File: config.mk
export PLATFORM = sky130hd
export DESIGN_NAME = action_sequencer_flat
export DESIGN_NICKNAME = d
export VERILOG_FILES = /design/src/rtl/action_sequencer_if.sv /design/src/rtl/action_sequencer.sv /design/src/flat_wrapper.sv
export SDC_FILE = /design/constraint.sdc
export NUM_CORES = 1
export LEC_CHECK = 0
export CAP_MARGIN = 0
export CORE_UTILIZATION = 51
export DETAILED_ROUTE_END_ITERATION = 6
export PLACE_DENSITY = 0.8
export SLEW_MARGIN = 25
export SYNTH_ARGS = -nofsm -noshare
export SYNTH_HDL_FRONTEND = slang
export SYNTH_SLANG_ARGS = --single-unit
File: constraint.sdc
create_clock -name clk -period 3 [get_ports clk]
set_clock_uncertainty 0.05 [all_clocks]
set_input_delay 0.75 -clock clk [delete_from_list [all_inputs] [get_ports clk]]
set_output_delay 0.75 -clock clk [all_outputs]
set_load 0.02 [all_outputs]
File: src/rtl/action_sequencer_if.sv
// Command bus from the ALU into the action sequencer: a 16-bit action code
// qualified by a single valid strobe, sampled on every rising clock edge.
interface action_sequencer_if;
    logic [15:0] act_code;
    logic        act_valid;

    modport master (output act_code, output act_valid);
    modport slave  (input  act_code, input  act_valid);
endinterface

File: src/rtl/action_sequencer.sv
// Action sequencer: turns ALU action codes into timed motor/steer/brake drive
// commands. Turns and brakes hold for a minimum number of cycles, DRIVE is
// guarded by a watchdog, and unknown codes are counted as faults.
module action_sequencer #(
    parameter int          TURN_CYCLES  = 8,
    parameter int          BRAKE_CYCLES = 4,
    parameter int          WDOG_CYCLES  = 64,
    parameter logic [15:0] ACT_STOP     = 16'h0001,
    parameter logic [15:0] ACT_CONTINUE = 16'h0002,
    parameter logic [15:0] ACT_LEFT     = 16'h0003,
    parameter logic [15:0] ACT_RIGHT    = 16'h0004
) (
    input  logic                       clk,
    input  logic                       rst,
    action_sequencer_if.slave          act,
    output logic                       motor_en,
    output logic                       steer_left,
    output logic                       steer_right,
    output logic                       brake,
    output logic                       busy,
    output logic [2:0]                 state_o,
    output logic [7:0]                 fault_cnt,
    output logic                       wdog_trip
);
    // Turn and brake share one timer, so it is sized for the longer of the two.
    localparam int TMAX = (TURN_CYCLES > BRAKE_CYCLES) ? TURN_CYCLES : BRAKE_CYCLES;
    localparam int TW   = $clog2(TMAX + 1);
    localparam int WW   = $clog2(WDOG_CYCLES + 1);

    localparam logic [TW-1:0] TURN_LOAD  = TW'(TURN_CYCLES - 1);
    localparam logic [TW-1:0] BRAKE_LOAD = TW'(BRAKE_CYCLES - 1);
    localparam logic [WW-1:0] WDOG_LOAD  = WW'(WDOG_CYCLES - 1);

    typedef enum logic [2:0] {
        IDLE   = 3'd0,
        DRIVE  = 3'd1,
        TURN_L = 3'd2,
        TURN_R = 3'd3,
        BRAKE  = 3'd4
    } state_t;

    // What to do when the current turn expires.
    typedef enum logic [1:0] {
        P_NONE  = 2'd0,
        P_DRIVE = 2'd1,
        P_LEFT  = 2'd2,
        P_RIGHT = 2'd3
    } pend_t;

    state_t        state_q, state_d;
    pend_t         pend_q, pend_d, pend_nx;
    logic [TW-1:0] tmr_q, tmr_d;
    logic [WW-1:0] wdog_q, wdog_d;
    logic          trip_d;

    logic is_stop, is_cont, is_left, is_right, is_bad;

    assign is_stop  = act.act_valid && (act.act_code == ACT_STOP);
    assign is_cont  = act.act_valid && (act.act_code == ACT_CONTINUE);
    assign is_left  = act.act_valid && (act.act_code == ACT_LEFT);
    assign is_right = act.act_valid && (act.act_code == ACT_RIGHT);
    // Code 0 is a silent NOP; anything else unrecognised is a fault.
    assign is_bad   = act.act_valid && (act.act_code != 16'h0000) &&
                      !(is_stop || is_cont || is_left || is_right);

    // State, timers, pending command and watchdog pulse registers.
    always_ff @(posedge clk or posedge rst) begin
        if (rst) begin
            state_q   <= IDLE;
            pend_q    <= P_NONE;
            tmr_q     <= '0;
            wdog_q    <= '0;
            wdog_trip <= 1'b0;
        end else begin
            state_q   <= state_d;
            pend_q    <= pend_d;
            tmr_q     <= tmr_d;
            wdog_q    <= wdog_d;
            wdog_trip <= trip_d;
        end
    end

    // Next-state logic; STOP always wins, then watchdog, then timer/pending.
    always_comb begin
        state_d = state_q;
        pend_d  = pend_q;
        pend_nx = pend_q;
        tmr_d   = tmr_q;
        wdog_d  = wdog_q;
        trip_d  = 1'b0;
        case (state_q)
            IDLE: begin
                if (is_cont) begin
                    state_d = DRIVE;
                    wdog_d  = WDOG_LOAD;
                end else if (is_left) begin
                    state_d = TURN_L;
                    tmr_d   = TURN_LOAD;
                end else if (is_right) begin
                    state_d = TURN_R;
                    tmr_d   = TURN_LOAD;
                end
            end
            DRIVE: begin
                if (is_stop) begin
                    state_d = BRAKE;
                    tmr_d   = BRAKE_LOAD;
                end else if (is_left) begin
                    state_d = TURN_L;
                    tmr_d   = TURN_LOAD;
                end else if (is_right) begin
                    state_d = TURN_R;
                    tmr_d   = TURN_LOAD;
                end else if (is_cont) begin
                    wdog_d  = WDOG_LOAD;
                end else if (wdog_q == '0) begin
                    state_d = BRAKE;
                    tmr_d   = BRAKE_LOAD;
                    trip_d  = 1'b1;
                end else begin
                    wdog_d  = wdog_q - 1'b1;
                end
            end
            TURN_L, TURN_R: begin
                if (is_stop) begin
                    state_d = BRAKE;
                    tmr_d   = BRAKE_LOAD;
                    pend_d  = P_NONE;
                end else begin
                    // A command on the expiry cycle is consumed at that same edge.
                    if (is_left)       pend_nx = P_LEFT;
                    else if (is_right) pend_nx = P_RIGHT;
                    else if (is_cont)  pend_nx = P_DRIVE;
                    if (tmr_q == '0) begin
                        pend_d = P_NONE;
                        case (pend_nx)
                            P_LEFT: begin
                                state_d = TURN_L;
                                tmr_d   = TURN_LOAD;
                            end
                            P_RIGHT: begin
                                state_d = TURN_R;
                                tmr_d   = TURN_LOAD;
                            end
                            default: begin
                                state_d = DRIVE;
                                wdog_d  = WDOG_LOAD;
                            end
                        endcase
                    end else begin
                        tmr_d  = tmr_q - 1'b1;
                        pend_d = pend_nx;
                    end
                end
            end
            BRAKE: begin
                if (is_stop)           tmr_d   = BRAKE_LOAD;
                else if (tmr_q == '0)  state_d = IDLE;
                else                   tmr_d   = tmr_q - 1'b1;
            end
            default: state_d = IDLE;
        endcase
    end

    // Saturating count of unrecognised codes, in any state.
    always_ff @(posedge clk or posedge rst) begin
        if (rst)                               fault_cnt <= 8'd0;
        else if (is_bad && fault_cnt != 8'hFF) fault_cnt <= fault_cnt + 8'd1;
    end

    assign state_o     = state_q;
    assign motor_en    = (state_q == DRIVE) || (state_q == TURN_L) || (state_q == TURN_R);
    assign steer_left  = (state_q == TURN_L);
    assign steer_right = (state_q == TURN_R);
    assign brake       = (state_q == IDLE) || (state_q == BRAKE);
    assign busy        = (state_q == TURN_L) || (state_q == TURN_R) || (state_q == BRAKE);
endmodule
File: src/flat_wrapper.sv
// flat-port wrapper written by rule: the top's interface ports become plain ports
module action_sequencer_flat 
#(
    parameter int          TURN_CYCLES  = 8,
    parameter int          BRAKE_CYCLES = 4,
    parameter int          WDOG_CYCLES  = 64,
    parameter logic [15:0] ACT_STOP     = 16'h0001,
    parameter logic [15:0] ACT_CONTINUE = 16'h0002,
    parameter logic [15:0] ACT_LEFT     = 16'h0003,
    parameter logic [15:0] ACT_RIGHT    = 16'h0004
)
  (clk, rst, motor_en, steer_left, steer_right, brake, busy, state_o, fault_cnt, wdog_trip, act_act_code, act_act_valid);
  action_sequencer_if act_i ();
  input  logic clk;
  input  logic rst;
  output logic motor_en;
  output logic steer_left;
  output logic steer_right;
  output logic brake;
  output logic busy;
  output logic [2:0] state_o;
  output logic [7:0] fault_cnt;
  output logic wdog_trip;
  input wire logic [$bits(act_i.act_code)-1:0] act_act_code;
  input wire logic [$bits(act_i.act_valid)-1:0] act_act_valid;
  assign act_i.act_code = act_act_code;
  assign act_i.act_valid = act_act_valid;
  action_sequencer #(.TURN_CYCLES(TURN_CYCLES), .BRAKE_CYCLES(BRAKE_CYCLES), .WDOG_CYCLES(WDOG_CYCLES), .ACT_STOP(ACT_STOP), .ACT_CONTINUE(ACT_CONTINUE), .ACT_LEFT(ACT_LEFT), .ACT_RIGHT(ACT_RIGHT)) u_core (.clk(clk), .rst(rst), .act(act_i), .motor_en(motor_en), .steer_left(steer_left), .steer_right(steer_right), .brake(brake), .busy(busy), .state_o(state_o), .fault_cnt(fault_cnt), .wdog_trip(wdog_trip));
endmodule
== After elaboration in Yosys (flattened, before gate mapping) ==
Cells that the tools add are included.
Widths: inputs -> output; s select.

* Output and inout bits: 17
* Bits of input ports: 19
* Logic and storage cells: 116
* Flip-flop bits (word level): 25

* Reduce and logical (&&, ||, !) cells: 27
* Equal/unequal tests: 29
* Add/subtract/negate cells: 3
* Multiplexer cells: 51

{| class="wikitable"
|+ Operator list
! cell !! count
|-
| $mux 7 || 9
|-
| $mux 4 || 13
|-
| $mux 3 || 12
|-
| $eq 16x2->1 const B || 2
|-
| $pmux 7 s3 || 1
|-
| $eq 16x1->1 const B || 1
|-
| $eq 16x3->1 const B || 1
|-
| $pmux 4 s4 || 1
|-
| $reduce_bool 16->1 || 1
|-
| $mux 2 || 7
|-
| $ne 2x2->1 const B || 7
|-
| $pmux 3 s4 || 1
|-
| $reduce_and 9->1 || 1
|-
| $add 8x1->8 const B || 1
|-
| $logic_or 1x1->1 || 8
|-
| $ne 8x8->1 const B || 1
|-
| $logic_and 1x1->1 || 7
|-
| $logic_not 7->1 || 1
|-
| $reduce_and 7->1 || 1
|-
| $sub 7x1->7 const B || 1
|-
| $eq 3x2->1 const B || 2
|-
| $mux 1 || 6
|-
| $ne 2x1->1 const B || 3
|-
| $ne 3x1->1 const B || 2
|-
| 17 further kinds || 20
|}

== Depth between registers and ports, before layout ==
Gate-level depths: netlist (run 1).

* Depth after elaboration: 13
* Depth in mapped cells: 8
* Depth with buffers taken out: 8

== Least setup slack after synthesis (run 1) ==
Ideal clock, no wire load.

* Kind: input to register
* From: input port act_act_code[1]
* To: register u_core.tmr_q[2]
* Setup time: 125 ps
* Arrival time: 2,689 ps
* Setup slack: 136 ps
* Buffers on the path: 1
* Data required time: 2,825 ps
* Stages on the path: 7
* Cells stage by stage: buf_2 or3b_2 and2_1 nand2b_1 a41o_1 a2111o_1 mux2_4

* Word-level cells in the longest chain between the ends: 11
* Elaborated cells between the ends (all ways): 31
* Those cells by class: eq/ne (12); mux (13); reduce/logical (6)

{| class="wikitable"
|+ Ends and longest elaborated chain
! what !! line !! RTL
|-
| start: declaration || flat_wrapper.sv:24 || <nowiki>input wire logic [$bits(act_i.act_code)-1:0] act_act_code;</nowiki>
|-
| $eq 16x2->1 || action_sequencer.sv:59 || <nowiki>assign is_cont = act.act_valid && (act.act_code == ACT_CONTINUE);</nowiki>
|-
| $logic_and 1x1->1 || action_sequencer.sv:59 ||
|-
| $mux 2 || action_sequencer.sv:133 || <nowiki>else if (is_cont) pend_nx = P_DRIVE;</nowiki>
|-
| $mux 2 || action_sequencer.sv:132 || <nowiki>else if (is_right) pend_nx = P_RIGHT;</nowiki>
|-
| $mux 2 || action_sequencer.sv:131 || <nowiki>if (is_left) pend_nx = P_LEFT;</nowiki>
|-
| $mux 2 || action_sequencer.sv:125 || <nowiki>if (is_stop) begin</nowiki>
|-
| $mux 2 || action_sequencer.sv:91 || <nowiki>case (state_q)</nowiki>
|-
| $eq 2x2->1 || action_sequencer.sv:136 || <nowiki>case (pend_nx)</nowiki>
|-
| $reduce_or 2->1 (no source line) || n/a ||
|-
| $ne 4x3->1 (no source line) || n/a ||
|-
| $reduce_and 7->1 (no source line) || n/a ||
|-
| end signal: assignment || action_sequencer.sv:77 || <nowiki>tmr_q <= tmr_d;</nowiki>
|-
| end: declaration || action_sequencer.sv:52 || <nowiki>logic [TW-1:0] tmr_q, tmr_d;</nowiki>
|}

Parallel ways exist; a longest one is shown, timed or not. The select of a mux whose other input is x is not followed.
A chain may end at the register's enable or synchronous reset.

== Worst setup path in the final report (run 1) ==
* From: input port act_act_code[4]
* To: register u_core.tmr_q[2]

The elaborated chain is that of the path after synthesis.

==> reports/summary.log, run 1 <==
[run_status] outcome completed
[layout] ratio of cells with drive above 1 in the final layout 19.6%
[floorplanning] Die Height 60.0 um
[placement] post-detail-place hpwl 3.78 mm
[layout] count of inserted antenna diode cells 0
[layout] final core utilization 77.0%
[sta] final cycle utilization of the critical path 98.5%
[detailed_routing] via count 1,823
[yosys] cell type with the largest total area after synthesis sky130_fd_sc_hd__dfrtp_1
[critical_path] crit path launch type primary input
[yosys] number of enable flip-flop cells after synthesis 0
[floorplanning] area of the die 3600 um2
[detailed_routing] drt initial violations 133
[worst_hold_path] class of the most critical hold timing path reg2reg
[floorplanning] starting density of the core 54.8%
[cts] total number of clock tree sinks 25
[sta] Slew @ Worst Pin 0.817 ns
[detailed_routing] DR DRC count 0
[global_route] number of antenna violations at the first check in global routing 0
[yosys] mux cell area share after synthesis 3.65%
[yosys] Synth top area share 36.5%
[yosys] adder-cell share of the synthesized area 2.92%
[yosys] xor/xnor cell area share of the yosys netlist 4.09%
[sta] number of hold-slack violations in the final timing report 0
[critical_path] worst path required time 3.18 ns
[yosys] Post-Syn Area per Cell 8.61 um2
[layout] NumNets Final 289
[sta] post-route worst hold slack 0.469 ns
[floorplanning] CORE AREA 3130 um2
[yosys] Post-Synthesis Net Count 222
[yosys] number of distinct standard cells referenced by the synthesized netlist 48
[sta] normalized max-slew margin 45.4%
[cts] CTS clock-pin slew for the worst setup and hold paths 0.14 ns
[yosys] area share of and/or/nand/nor cells after synthesis 29.6%
[placement] post-placement cell count 304
[critical_path] path type of the worst setup path in2reg
[yosys] cells taking the most area after synthesis sky130_fd_sc_hd__dfrtp_1 (36%), sky130_fd_sc_hd__nand2_1 (4.4%), sky130_fd_sc_hd__nor3_1 (3.5%)
[detailed_routing] number of detailed-route iterations in the first pass 4
[placement] placed instance area 2340 um2
[global_route] global-route wire length before repair 8.03 mm
[layout] Final Cell Area 2410 um2
[cts] number of H-tree branching levels 1
[flow_run] maximum capacitance violations 0
[detailed_routing] remaining antenna violation count 0
[sta] final critical path time including I/O delays and setup 2.96 ns
[yosys] fraction of registers with async set/reset 100%
[critical_path] Critical Path Sink Type flop
[power] LEAKAGE 0.00103 uW
[cts] maximum buffer depth of the clock tree 2
[sta] final number of max-transition violations 0
[yosys] total number of yosys warnings 0
[power] total power divided by cell area 751 nW/um2
[power] largest voltage drop on the vdd net 576 uV
[yosys] portion of the post-synthesis area used by sequential elements 36.5%
[detailed_routing] Avg Vias per Cell 5.90
[yosys] FF+latch count, synth 25
[layout] Final Non-Filler Cells 309
[cts] CTS tree built
[critical_path] Worst Path Arrival 3.14 ns
[floorplanning] chip width 60.0 um
[floorplanning] placement row count 20
[detailed_routing] Routed wire per std cell 15.9 um
[detailed_routing] total wirelength of the detailed-routed design 4.92 mm
[floorplanning] number of top-level design ports 36
[yosys] Synth Area in Compound Gates 20.1%
[global_route] via count of the first global-routing pass 1,805
[placement] global placement routability congestion 0.915
[critical_path] Crit Path Max Fanout 3
[sta] Final setup violation count 0
[sta] fmax 338 MHz
[layout] post-synthesis to final-layout area growth 40.5%
[global_route] Remaining Overflow, GRT 0
[cts] source-to-sink clock delay at the later pin of the worst-skew pair 0.33 ns
[global_route] global router's overall resource usage 29.4%
[yosys] Synth Flop Type sky130_fd_sc_hd__dfrtp_1
[global_route] largest net degree at the start of global routing 18
[placement] IO buf count 35
[yosys] combinational family with the most area after synthesis simple AND/OR/NAND/NOR gates
[yosys] gate count of the mapped netlist 199
[yosys] post-synth design cell area 1710 um2
[cts] number of CTS-inserted buffers 3
[sta] unrepaired setup endpoints after global routing no
[cts] cell chosen for the clock root sky130_fd_sc_hd__clkbuf_4
[sta] Setup TNS 0 ns
[cell type report]
cell class              instances  area, um2
multi-input cells             160       1070
fillers                       218        719
flip-flops and latches         25        627
repair buffers                 69        602
well taps                      44       55.1
inverters                       7       26.3
clock buffers                   3       22.5
clock inverters                 1       5.00
[critical path, cell delays in order]
cell and delay [ns]:
sky130_fd_sc_hd__clkdlybuf4s50_1 0.44, sky130_fd_sc_hd__or4_4 0.51, sky130_fd_sc_hd__or4_4 0.54, sky130_fd_sc_hd__o21ai_2 0.14, sky130_fd_sc_hd__a21boi_2 0.08, sky130_fd_sc_hd__a2111o_1 0.36, sky130_fd_sc_hd__mux2_4 0.32
[report_power, final]
| group | switching (uW) | internal [uW] |
|---|---|---|
| combinational | 537 | 518 |
| sequential | 143 | 456 |
| clock | 104 | 50.1 |
| total | 784 | 1020 |
[kinds of logic (layout without fill, tap and decap cells)]
group,count (synthesis),count (layout)
AO/OA/AOI/OAI,51,51
XOR/XNOR,8,8
adder cells (fa/ha/maj),4,4
buffers and inverters,14,80
flip-flops,25,25
multiplexers,5,5
AND/OR/NAND/NOR,92,92
[sequential cells by signal, indices dropped and copies added (netlist names)]
name and flops:
u_core.state_o 3, u_core.fault_cnt 8, u_core.pend_q 2, u_core.wdog_trip 1
u_core.tmr_q 4, u_core.wdog_q 7
[placed cells by master, fill, tap and decap left out, types with 6 or more instances in the layout]
cell type / count
sky130_fd_sc_hd__nand2_1: 20
sky130_fd_sc_hd__clkdlybuf4s50_1: 29
sky130_fd_sc_hd__a21oi_1: 9
sky130_fd_sc_hd__inv_1: 7
sky130_fd_sc_hd__buf_4: 34
sky130_fd_sc_hd__nor3_1: 12
sky130_fd_sc_hd__dfrtp_1: 24
sky130_fd_sc_hd__nor2_1: 12
sky130_fd_sc_hd__o21ai_0: 8
sky130_fd_sc_hd__xnor2_1: 6
[synth_stat cells (all sizes together), types with 2 or more instances]
library cell  instances
a21o                  3
a21oi                 9
a22o                  2
a2bb2oi               2
a31oi                 4
and2                  4
and3                  2
and4                  2
buf                   2
clkbuf                5
dfrtp                25
ha                    4
inv                   7
mux2                  4
nand2                20
nand2b                6
nand3                 5
nand3b                2
nand4                 4
nor2                 12
nor2b                 3
nor3                 12
nor3b                 4
nor4                  4
o211ai                2
o21a                  5
o21ai                11
o21bai                2
o22ai                 2
o31ai                 2
or3                   3
or4                   7
xnor2                 6
xor2                  2
[path summary, 6_finish.rpt]
path / slack (ns) / endpoint / depth (start not counted) / startpoint
worst max-delay path: 0.04 / u_core.tmr_q[2] / 7 / act_act_code[4]
worst min-delay path: 0.47 / u_core.fault_cnt[7] / 1 / u_core.fault_cnt[7]
worst max register to register: 0.70 / u_core.tmr_q[3] / 9 / u_core.tmr_q[0]
worst min register to register: 0.47 / u_core.fault_cnt[7] / 1 / u_core.fault_cnt[7]
max in group asynchronous: 1.75 / u_core.state_o[0] / 3 / rst
min in group asynchronous: 0.61 / u_core.fault_cnt[5] / 2 / rst
[through the flow]
stage / setup slack, ns / total power [uW]
after global routing: 0.00654 / 1910
after global placement: -0.363 / 1570
after detailed placement: -0.398 / 1630
after CTS: 0.00512 / 1790
after floorplan: 0.136 / 1190
final: 0.0443 / 1810
[timing repair]
item                                    CTS  global route
endpoints found under the setup margin    5             6
resized for setup                        10             6
setup buffers                             1             0
pin swaps                                 7             2
hold buffers                              0             0
[layer usage]
layer	routed length (um)	part of all wire, %	up-vias	global-route usage (%)
met4	110	2.2	0	12.0
met5	0	0	-	0
met1	2050	42	866	37.0
met3	206	4.2	16	3.25
li1	-	-	878	-
met2	2560	52	63	51.1
No activity file was read; power rests on OpenSTA's default activity.
==> inputs of run 2 (changes only) <==
- GPL_TIMING_DRIVEN: not set -> 0
==> reports/summary.log, run 2 (synthesized netlist as in run 1, its figures left out) <==
[run_status] outcome completed
[layout] post-synthesis to final-layout area growth 27.5%
[detailed_routing] number of detailed-route iterations in the first pass 5 [+1]
[cts] maximum buffer depth of the clock tree 2 [unchanged]
[power] total power divided by cell area 798 nW/um2 [+6.2%]
[cts] quantity of hold-fixing buffers added after cts 0 [unchanged]
[sta] final number of max-transition violations 0 [unchanged]
[placement] global placement routability congestion 1.01 [+10%]
[layout] most used cells in the layout excluding fill and tap cells sky130_fd_sc_hd__clkdlybuf4s50_1 (24), sky130_fd_sc_hd__dfrtp_1 (24), sky130_fd_sc_hd__nand2_1 (20), sky130_fd_sc_hd__nor2_1 (11), sky130_fd_sc_hd__nor3_1 (11)
[placement] placed instance area 2110 um2 [-9.8%]
[layout] Final Cell Area 2190 um2 [-9.2%]
[floorplanning] starting density of the core 54.8% [unchanged]
[sta] Final setup violation count 0 [unchanged]
[layout] Final Non-Filler Cells 281 [-9.1%]
[cts] CTS clock-pin slew for the worst setup and hold paths 0.15 ns [about the same]
[layout] ratio of cells with drive above 1 in the final layout 10.5% [-9.1 points]
[detailed_routing] DR DRC count 0 [unchanged]
[sta] post-route worst hold slack 0.474 ns [+0.00531 ns]
[sta] final cycle utilization of the critical path 98.9% [+0.37 points]
[sta] normalized max-slew margin 36.1% [-9.4 points]
[power] LEAKAGE 0.000869 uW [-15%]
[layout] Biggest register u_core.fault_cnt
[global_route] number of antenna violations at the first check in global routing 0 [unchanged]
[sta] fmax 337 MHz [-0.38%]
[global_route] global-route wire length before repair 7.51 mm [-6.4%]
[power] largest voltage drop on the vdd net 517 uV [-10%]
[critical_path] Worst Path Arrival 3.16 ns [+0.02 ns]
[detailed_routing] total wirelength of the detailed-routed design 4.45 mm [-9.6%]
[placement] post-placement cell count 277 [-8.9%]
[floorplanning] area of the die 3600 um2 [unchanged]
[floorplanning] number of top-level design ports 36 [unchanged]
[cts] total number of clock tree sinks 25 [unchanged]
[worst_hold_path] class of the most critical hold timing path reg2reg
[global_route] via count of the first global-routing pass 1,655 [-8.3%]
[detailed_routing] remaining antenna violation count 0 [unchanged]
[critical_path] Crit Path Max Fanout 4 [+1]
[layout] number of flip-flops in the largest register 8 [unchanged]
[detailed_routing] Routed wire per std cell 15.8 um [-0.60%]
[flow_run] maximum capacitance violations 0 [unchanged]
[detailed_routing] drt initial violations 111 [-17%]
[critical_path] path type of the worst setup path in2reg
[cts] number of CTS-inserted buffers 3 [unchanged]
[sta] final critical path time including I/O delays and setup 2.97 ns [+0.0112 ns]
[placement] IO buf count 34 [-2.9%]
[sta] Slew @ Worst Pin 0.957 ns [+0.140 ns]
[detailed_routing] via count 1,755 [-3.7%]
[global_route] largest net degree at the start of global routing 26 [+8]
[cts] cell chosen for the clock root sky130_fd_sc_hd__clkbuf_4
[sta] number of hold-slack violations in the final timing report 0 [unchanged]
[critical_path] crit path launch type primary input
[cts] source-to-sink clock delay at the later pin of the worst-skew pair 0.34 ns [about the same]
[critical_path] Critical Path Sink Type flop
[layout] number of fill cells in the layout 243 [+11%]
[cts] CTS tree built
[floorplanning] chip width 60.0 um [unchanged]
[cts] number of H-tree branching levels 1 [unchanged]
[floorplanning] Die Height 60.0 um [unchanged]
[layout] count of inserted antenna diode cells 0 [unchanged]
[critical_path] worst path required time 3.20 ns [+0.02 ns]
[layout] largest registers u_core.fault_cnt x8, u_core.wdog_q x7, u_core.tmr_q x4
[detailed_routing] Avg Vias per Cell 6.25 [+5.9%]
[placement] post-detail-place hpwl 3.29 mm [-13%]
[sta] Setup TNS 0 ns [unchanged]
[layout] NumNets Final 261 [-9.7%]
[global_route] global router's overall resource usage 27.6% [-1.8 points]
[floorplanning] placement row count 20 [unchanged]
[floorplanning] CORE AREA 3130 um2 [unchanged]
[global_route] Remaining Overflow, GRT 0 [unchanged]
[sta] unrepaired setup endpoints after global routing no
==> run 2: worst paths after layout <==
kind,startpoint,endpoint,slack [ns],cells past startpoint
worst max-delay path,act_act_code[3],u_core.tmr_q[1],0.03,7
worst min-delay path,u_core.pend_q[1],u_core.pend_q[1],0.47,2
worst max register to register,u_core.tmr_q[0],u_core.tmr_q[3],0.37,8
worst min register to register,u_core.pend_q[1],u_core.pend_q[1],0.47,2
max in group asynchronous,rst,u_core.state_o[0],1.72,2
min in group asynchronous,rst,u_core.fault_cnt[0],0.73,2
==> run 2: stage by stage <==
step / util, % / setup slack [ns] / power [uW]
finish: 69.9 / 0.0332 / 1740
global placement: 67.4 / -0.501 / 1500
floorplan: - / 0.136 / 1190
detailed placement: 67.4 / -0.540 / 1530
global route: 69.9 / 0.00129 / 1870
CTS: 69.4 / 0.00481 / 1710
==> run 2: power breakdown <==
part / internal, uW / switching, uW
Combinational: 466 / 529
Sequential: 456 / 126
Clock: 51.2 / 115
Total: 974 / 770
==> run 2: repair_timing <==
| item | 4_1_cts | 5_1_grt |
|---|---|---|
| setup buffers | 3 | 0 |
| endpoints found under the hold margin | 0 | 0 |
| setup endpoints to repair | 5 | 9 |
| gates resized for setup | 16 | 7 |
| pin swaps | 6 | 2 |
==> run 2: worst max-delay path, stage by stage <==
cell and delay [ns]:
sky130_fd_sc_hd__clkdlybuf4s50_1 0.45, sky130_fd_sc_hd__or4bb_1 0.55, sky130_fd_sc_hd__or4_4 0.46, sky130_fd_sc_hd__o21ai_2 0.16, sky130_fd_sc_hd__a21boi_2 0.09, sky130_fd_sc_hd__a2111o_1 0.38
sky130_fd_sc_hd__mux2_4 0.33
==> run 2: area by class of cell <==
type	instances	area (um2)	share of cell area, %
repair buffers	37	350	16.0
well taps	44	55.1	2.52
plain buffers	4	16.3	0.744
clock buffers	3	22.5	1.03
multi-input cells	160	1080	49.5
inverters	7	26.3	1.20
flip-flops and latches	25	627	28.7
clock inverters	1	7.51	0.343
==> run 2: per-layer routing <==
layer | vias up | GRT usage [%] | wire length (um)
li1 | 820 | - | -
met4 | 0 | 8.97 | 109
met1 | 833 | 34.5 | 1770
met3 | 18 | 5.19 | 272
met5 | - | 0 | 0
met2 | 84 | 47.5 | 2300
